`src/rtl/fifo_uart_tx.sv`:
```
// fifo_uart_tx: drains the byte FIFO onto an asynchronous serial line.
// Watches the FIFO empty flag, issues one-cycle rd strobes and sends each
// byte as start, 8 data bits (LSB first), optional parity, then stop.
// Optional feature: define FIFO_UART_TX_PARITY_EN to add an even-parity bit
// between the last data bit and the stop bit (11-bit frame instead of 10).
module fifo_uart_tx #(
  parameter int unsigned CLKS_PER_BIT = 16
) (
  input  logic       clk,
  input  logic       reset,
  input  logic       empty,
  input  logic [7:0] fifo_data,
  output logic       rd,
  output logic       tx,
  output logic       busy
);

  localparam int unsigned CW = (CLKS_PER_BIT > 1) ? $clog2(CLKS_PER_BIT) : 1;
  localparam logic [CW-1:0] BAUD_LAST = CW'(CLKS_PER_BIT - 1);

  localparam logic [2:0] S_IDLE   = 3'd0;
  localparam logic [2:0] S_FETCH  = 3'd1;
  localparam logic [2:0] S_LOAD   = 3'd2;
  localparam logic [2:0] S_START  = 3'd3;
  localparam logic [2:0] S_DATA   = 3'd4;
`ifdef FIFO_UART_TX_PARITY_EN
  localparam logic [2:0] S_PARITY = 3'd5;
`endif
  localparam logic [2:0] S_STOP   = 3'd6;

  logic [2:0]    state_q, state_d;
  logic [CW-1:0] baud_q,  baud_d;
  logic [2:0]    bit_q,   bit_d;
  logic [7:0]    shreg_q, shreg_d;
  logic          tx_q,    tx_d;
  logic          rd_q,    rd_d;
  logic          busy_q,  busy_d;
`ifdef FIFO_UART_TX_PARITY_EN
  logic          par_q,   par_d;
`endif

  logic          bit_end;
  logic [CW-1:0] baud_next;

  // Baud timing: a bit period ends when the counter reaches its last value.
  always_comb begin
    bit_end   = (baud_q == BAUD_LAST);
    baud_next = bit_end ? '0 : baud_q + 1'b1;
  end

  // Next-state logic; tx is precomputed so the pin is driven from a flop.
  always_comb begin
    state_d = state_q;
    baud_d  = '0;
    bit_d   = bit_q;
    shreg_d = shreg_q;
    tx_d    = tx_q;
    rd_d    = 1'b0;
    busy_d  = busy_q;
`ifdef FIFO_UART_TX_PARITY_EN
    par_d   = par_q;
`endif
    case (state_q)
      S_IDLE: begin
        bit_d = '0;
        tx_d  = 1'b1;
        if (!empty) begin
          state_d = S_FETCH;
          rd_d    = 1'b1;
          busy_d  = 1'b1;
        end
      end
      S_FETCH: begin
        state_d = S_LOAD;
      end
      S_LOAD: begin
        // FIFO data_out is valid now, one edge after the rd edge.
        shreg_d = fifo_data;
`ifdef FIFO_UART_TX_PARITY_EN
        par_d   = ^fifo_data;
`endif
        tx_d    = 1'b0;
        state_d = S_START;
      end
      S_START: begin
        baud_d = baud_next;
        if (bit_end) begin
          state_d = S_DATA;
          bit_d   = '0;
          tx_d    = shreg_q[0];
        end
      end
      S_DATA: begin
        baud_d = baud_next;
        if (bit_end) begin
          // Shift and present the next LSB on the same edge so tx tracks shreg[0].
          shreg_d = {1'b0, shreg_q[7:1]};
          if (bit_q == 3'd7) begin
`ifdef FIFO_UART_TX_PARITY_EN
            state_d = S_PARITY;
            tx_d    = par_q;
`else
            state_d = S_STOP;
            tx_d    = 1'b1;
`endif
          end else begin
            bit_d = bit_q + 3'd1;
            tx_d  = shreg_q[1];
          end
        end
      end
`ifdef FIFO_UART_TX_PARITY_EN
      S_PARITY: begin
        baud_d = baud_next;
        if (bit_end) begin
          state_d = S_STOP;
          tx_d    = 1'b1;
        end
      end
`endif
      S_STOP: begin
        baud_d = baud_next;
        if (bit_end) begin
          state_d = S_IDLE;
          busy_d  = 1'b0;
        end
      end
      default: begin
        state_d = S_IDLE;
        tx_d    = 1'b1;
        busy_d  = 1'b0;
      end
    endcase
  end

  // State and output registers with asynchronous reset.
  always_ff @(posedge clk or posedge reset) begin
    if (reset) begin
      state_q <= S_IDLE;
      baud_q  <= '0;
      bit_q   <= '0;
      shreg_q <= '0;
      tx_q    <= 1'b1;
      rd_q    <= 1'b0;
      busy_q  <= 1'b0;
`ifdef FIFO_UART_TX_PARITY_EN
      par_q   <= 1'b0;
`endif
    end else begin
      state_q <= state_d;
      baud_q  <= baud_d;
      bit_q   <= bit_d;
      shreg_q <= shreg_d;
      tx_q    <= tx_d;
      rd_q    <= rd_d;
      busy_q  <= busy_d;
`ifdef FIFO_UART_TX_PARITY_EN
      par_q   <= par_d;
`endif
    end
  end

  assign rd   = rd_q;
  assign tx   = tx_q;
  assign busy = busy_q;

endmodule

```
`config.mk`:
```
export PLATFORM = sky130hd
export DESIGN_NAME = fifo_uart_tx
export DESIGN_NICKNAME = d
export VERILOG_FILES = /design/src/rtl/fifo_uart_tx.sv
export SDC_FILE = /design/constraint.sdc
export NUM_CORES = 1
export LEC_CHECK = 0
export CAP_MARGIN = 10
export CELL_PAD_IN_SITES_DETAIL_PLACEMENT = 0
export CELL_PAD_IN_SITES_GLOBAL_PLACEMENT = 1
export CORE_MARGIN = 3
export CORE_UTILIZATION = 42
export DETAILED_ROUTE_END_ITERATION = 16
export GPL_TIMING_DRIVEN = 0
export PLACE_DENSITY_LB_ADDON = 0.25
export SYNTH_ARGS = -nofsm -noshare
export SYNTH_HDL_FRONTEND = slang
export SYNTH_SLANG_ARGS = --single-unit
export TNS_END_PERCENT = 20
```
`constraint.sdc`:
```
create_clock -name clk -period 2 [get_ports clk]
set_clock_uncertainty 0.15 [all_clocks]
set_input_delay 0.3 -clock clk [delete_from_list [all_inputs] [get_ports clk]]
set_output_delay 0.3 -clock clk [all_outputs]
set_load 0.03 [all_outputs]
```
==> results of run 1 <==
==> kinds of logic after synthesis <==
group           synth area share
compound gates             0.171
fa+ha+maj                 0.0417
simple gates               0.118
buf+inv                   0.0570
xor+xnor                 0.00768
mux                        0.143
flops                      0.462
==> critical path, cell delays in order (launching register included) <==
cell     delay (ps)
dfrtp_1         390
buf_6           140
or3b_1          360
buf_6           150
o22ai_4         220
mux2_2          390
==> sequential cells by signal, indices dropped and copies added (netlist names) <==
register and flops:
busy 1, tx 1, rd 1, shreg_q 8, bit_q 3, baud_q 4, state_q 3
==> metal layers <==
| layer | global-route usage | share of wire | routed length, um | vias to the layer above |
|---|---|---|---|---|
| met2 | 0.244 | 0.49 | 1090 | 10 |
| met4 | 0.0497 | 0.010 | 23 | 0 |
| met5 | 0 | 0 | 0 | - |
| met3 | 0.0200 | 0.021 | 48 | 4 |
| met1 | 0.209 | 0.48 | 1080 | 411 |
| li1 | - | - | - | 417 |
==> final cells by class <==
type                    count  area [sq um]
fillers                   241          1170
multi-input cells          70           563
flip-flops and latches     21           527
repair buffers             14           136
plain buffers               8          46.3
well taps                  30          37.5
clock buffers               3          22.5
inverters                   5          18.8
clock inverters             1          5.00
==> power by group <==
part	internal (W)	switching [W]
logic	0.000329	0.000351
clock network	0.0000745	0.000130
registers	0.000591	0.000106
total	0.000994	0.000586
==> per-stage QoR <==
stage	worst slack [ps]	total power, W	util
2_1_floorplan	171	0.00119	-
3_3_place_gp	82.9	0.00134	0.519
3_5_place_dp	29.6	0.00137	0.519
4_1_cts	85.3	0.00159	0.534
5_1_grt	5.13	0.00171	0.538
6_report	91.9	0.00158	0.538
==> worst min-delay path by stage <==
stage,startpoint,endpoint,slack [ps],cells past startpoint
2_1_floorplan,reset,baud_q[0],130,1
4_1_cts,reset,baud_q[0],320,2
6_report,reset,baud_q[0],290,2
3_3_place_gp,shreg_q[2],shreg_q[2],340,1
3_5_place_dp,baud_q[0],baud_q[0],340,1
5_1_grt,reset,shreg_q[2],370,2
==> cell usage in the layout, fill, tap and decap left out, types with 2 or more instances in the layout <==
master / netlist / layout
dfrtp_1: 20 / 20
clkdlybuf4s50_1: 0 / 12
mux2_2: 10 / 10
a21oi_1: 7 / 7
o21ai_0: 6 / 6
nor2_1: 6 / 6
clkbuf_1: 5 / 5
inv_1: 5 / 5
nor2b_1: 3 / 3
nor3_1: 3 / 3
clkbuf_4: 0 / 3
buf_6: 2 / 2
nand2_1: 2 / 2
nand2b_1: 2 / 2
a32o_1: 2 / 2
mux2i_1: 2 / 2
mux2_4: 2 / 2
ha_1: 3 / 2
==> repair_timing <==
item / 4_1_cts / 5_1_grt
buffers inserted: 1 / 0
pin swaps: 1 / 0
resized for setup: 2 / 2
setup endpoints to repair: 2 / 6
==> results by group, run 1 <==
Run status
  – Outcome: finished, final reports clean

Placement
  – IO Port Bufs: 13
  – Dpl cells: 147
  – GPL Wtd Cong: 0.726
  – Placed instance area: 1310 sq um
  – DP Wirelength: 1680 um

CTS
  – CTS tree: built
  – Root Buffer: clkbuf_4
  – CTS Buf Count: 3
  – Clk_lat worst skew: 300 ps
  – Clock transition at path regs: 120 ps
  – # hold bufs at CTS: 0
  – H-tree depth: 1
  – Clk sink count: 21
  – CTS max path bufs: 2

Die
  – Row Count: 18
  – Die W: 58.1 um
  – Die height: 58.1 um
  – Die ar.: 3380 sq um
  – IO Pins: 14
  – Total core area: 2520 sq um
  – Initial Utilization: 0.452

Worst setup path
  – Reg2reg end: shreg_q[4]
  – CP Class: flop to flop
  – R2r worst-path depth: 5
  – Maximum fanout along the worst path: 9
  – Crit path launch type: flop
  – Crit path capture: shreg_q[4]
  – Worst Path Required: 2050 ps
  – Data arrival, critical path: 1960 ps
  – Worst R2R Start: state_q[0]
  – R2r setup slk: 90 ps
  – CP endpoint kind: flop
  – Crit path from: state_q[0]

Timing
  – RSZ-0062 raised after global routing: no
  – Fmax: 0.524 GHz
  – Hold Vio Cnt, Final: 0
  – Slew @ Worst Pin: 807 ps
  – Fin crit period: 1910 ps
  – Setup TNS: 0 ps
  – # setup viols final: 0
  – Fin crit share: 0.954
  – Worst relative slew slack: 0.461
  – Hold WS: 288 ps
  – Final Slew Violations: 0

Drt
  – WL final: 2250 um
  – Iter 0 DRT Violations: 37
  – ANT nets after route: 0
  – Average wire per standard cell: 14.8 um
  – Residual DRC: 0
  – Vias per inst: 5.54
  – DRT Pass-1 Iters: 4
  – Via count: 842

Logic synthesis
  – Post-Synthesis Net Count: 118
  – Mapped Cells: 104
  – Yosys top cell area share: 0.439
  – Mapped cell area: 1140 sq um
  – Count leader, synth: dfrtp_1
  – Syn Area/Cell: 11.0 sq um
  – FF+latch count, synth: 21
  – Cell taking the most area after synthesis: dfrtp_1
  – Synth warnings: 0
  – Sequential-to-total area share from yosys stat: 0.462
  – Ys flop type: dfrtp_1
  – Ranking of synthesized cells by area: dfrtp_1, mux2_2, ha_1
  – Top post-synthesis cells by count: dfrtp_1, mux2_2, a21oi_1, nor2_1, o21ai_0
  – EDFF count, synth: 0
  – Synth cell types: 39
  – Asr flop ratio synth: 1.00

Global route
  – GRT Overall Usage: 0.151
  – Initial antenna violation count: 0
  – Largest net degree at the start of global routing: 22
  – Vias in the first global route: 810
  – First-pass GRT wire length: 3940 um
  – Grt ovf: 0

Final layout
  – Layout Nets: 137
  – Share of layout cells above drive strength 1: 0.213
  – ANT cells: 0
  – Finished Cell Area: 1360 sq um
  – P&R area growth vs syn: 18.9%
  – Final Non-Filler Cells: 152

Power
  – IR drop worst, VDD: 0.746 mV
  – Pwr dens: 1170 nW/um^2
  – Static Leak: 0.594 nW

Worst hold path
  – Hold Path Class: input port to async pin

Run
  – Number of max-cap violations: 0
Power figures use the tool's default switching activity.
==> run 2, diff against run 1 <==
Settings changed: RECOVER_POWER set to 25.
==> results by group, run 2 (synthesized netlist as in run 1, its figures left out) <==
Final layout
  – Most frequent cells in the layout: dfrtp_1, clkdlybuf4s50_1, mux2_2
  – Largest register by flop count: shreg_q
  – Commonest non-fill, non-tap cell in the layout: dfrtp_1
  – Share of layout cells above drive strength 1: 0.213
  – Util after Layout: 0.538
  – Max reg flops: 8
  – P&R area growth vs syn: 18.9%
  – Layout Nets: 137
  – ANT cells: 0
  – Regs by FF count: shreg_q: 8 flops, baud_q: 4 flops
  – Finished Cell Area: 1360 sq um

Placement
  – GPL Wtd Cong: 0.726
  – IO Port Bufs: 13
  – DP Wirelength: 1680 um
  – Pre-CTS WS: 29.6 ps
  – Placed instance area: 1310 sq um

Power
  – IR drop worst, VDD: 0.746 mV
  – Pwr dens: 1170 nW/um^2
  – Static Leak: 0.594 nW

CTS
  – # hold bufs at CTS: 0
  – CTS tree: built
  – Root Buffer: clkbuf_4
  – CTS max path bufs: 2
  – Clk_lat worst skew: 300 ps
  – Clock transition at path regs: 120 ps
  – CTS Buf Count: 3
  – H-tree depth: 1
  – Clk sink count: 21

Timing
  – Slew @ Worst Pin: 807 ps
  – Hold Vio Cnt, Final: 0
  – Fmax: 0.524 GHz
  – # setup viols final: 0
  – Hold WS: 365 ps
  – Fin crit period: 1910 ps
  – Final worst slack: 91.9 ps
  – RSZ-0062 raised after global routing: no
  – Worst relative slew slack: 0.461
  – Setup TNS: 0 ps
  – Final Slew Violations: 0
  – Fin crit share: 0.954

Drt
  – Average wire per standard cell: 14.8 um
  – Vias per inst: 5.54
  – WL final: 2250 um
  – Via count: 842
  – Residual DRC: 0
  – DRT Pass-1 Iters: 4
  – Iter 0 DRT Violations: 37
  – ANT nets after route: 0

Die
  – Die W: 58.1 um
  – Total core area: 2520 sq um
  – Die height: 58.1 um
  – IO Pins: 14
  – Initial Utilization: 0.452
  – Row Count: 18
  – Die ar.: 3380 sq um

Global route
  – Grt ovf: 0
  – GRT Overall Usage: 0.151
  – Vias in the first global route: 810
  – Initial antenna violation count: 0
  – Largest net degree at the start of global routing: 22
  – First-pass GRT wire length: 3940 um

Worst setup path
  – Worst path most repeated cell: buf_6
  – Maximum fanout along the worst path: 9
  – CP Class: flop to flop
  – Crit path launch type: flop
  – Worst R2R Start: state_q[0]
  – CP endpoint kind: flop
  – Slowest stage delay, CP: 390 ps
  – Worst Path Required: 2050 ps
  – Crit-path cells: buf_6, or3b_1, buf_6, o22ai_4, mux2_2
  – Crit path from: state_q[0]
  – Crit path max-delay cell type: dfrtp_1
  – Data arrival, critical path: 1960 ps

Worst hold path
  – Hold Path Class: flop to flop
  – Hold_sp: baud_q[0]

Run status
  – Outcome: finished, final reports clean

Run
  – Number of max-cap violations: 0
run 2: area by class of cell:
class / count / area (sq um)
inverters: 5 / 18.8
fillers: 241 / 1170
plain buffers: 8 / 46.3
clock buffers: 3 / 22.5
well taps: 30 / 37.5
flip-flops and latches: 21 / 527
repair buffers: 14 / 136
clock inverters: 1 / 5.00
multi-input cells: 70 / 563
run 2: report_power, final:
group          internal (W)  total [W]  switching (W)
combinational      0.000328   0.000679       0.000351
clock             0.0000745   0.000205       0.000130
sequential         0.000591   0.000697       0.000106
run 2: layer usage:
layer / share of wire / GRT usage / vias to the layer above
met5: 0 / 0 / -
met4: 0.010 / 0.0497 / 0
met3: 0.021 / 0.0200 / 4
met2: 0.49 / 0.244 / 10
met1: 0.48 / 0.209 / 411
li1: - / - / 417
run 2: path summary, 6_finish.rpt:
| path | slack [ps] | cells after the start | endpoint |
|---|---|---|---|
| worst max-delay path | 90 | 5 | shreg_q[4] |
| worst min register to register | 370 | 1 | baud_q[0] |
| worst max register to register | 90 | 5 | shreg_q[4] |
| min in group asynchronous | 430 | 2 | baud_q[0] |
| max in group asynchronous | 770 | 2 | bit_q[0] |
| worst min-delay path | 370 | 1 | baud_q[0] |
run 2: critical path, delay by kind of cell, from the launching register on:
family,cells,cell delay [ps]
flops,1,390
mux,1,390
simple gates,1,360
buf+inv,2,290
compound gates,1,220
run 2: per-stage QoR:
| step | power, W | instances |
|---|---|---|
| after floorplan | 0.00119 | 104 |
| after global placement | 0.00134 | 147 |
| after detailed placement | 0.00137 | 147 |
| after CTS | 0.00159 | 152 |
| after global routing | 0.00171 | 152 |
| final | 0.00158 | 152 |
run 2: repair_timing:
item,in CTS,in global routing
resized for setup,2,2
endpoints found under the setup margin,2,6
pin swaps,1,0
gates cloned,0,0
buffers inserted,1,0
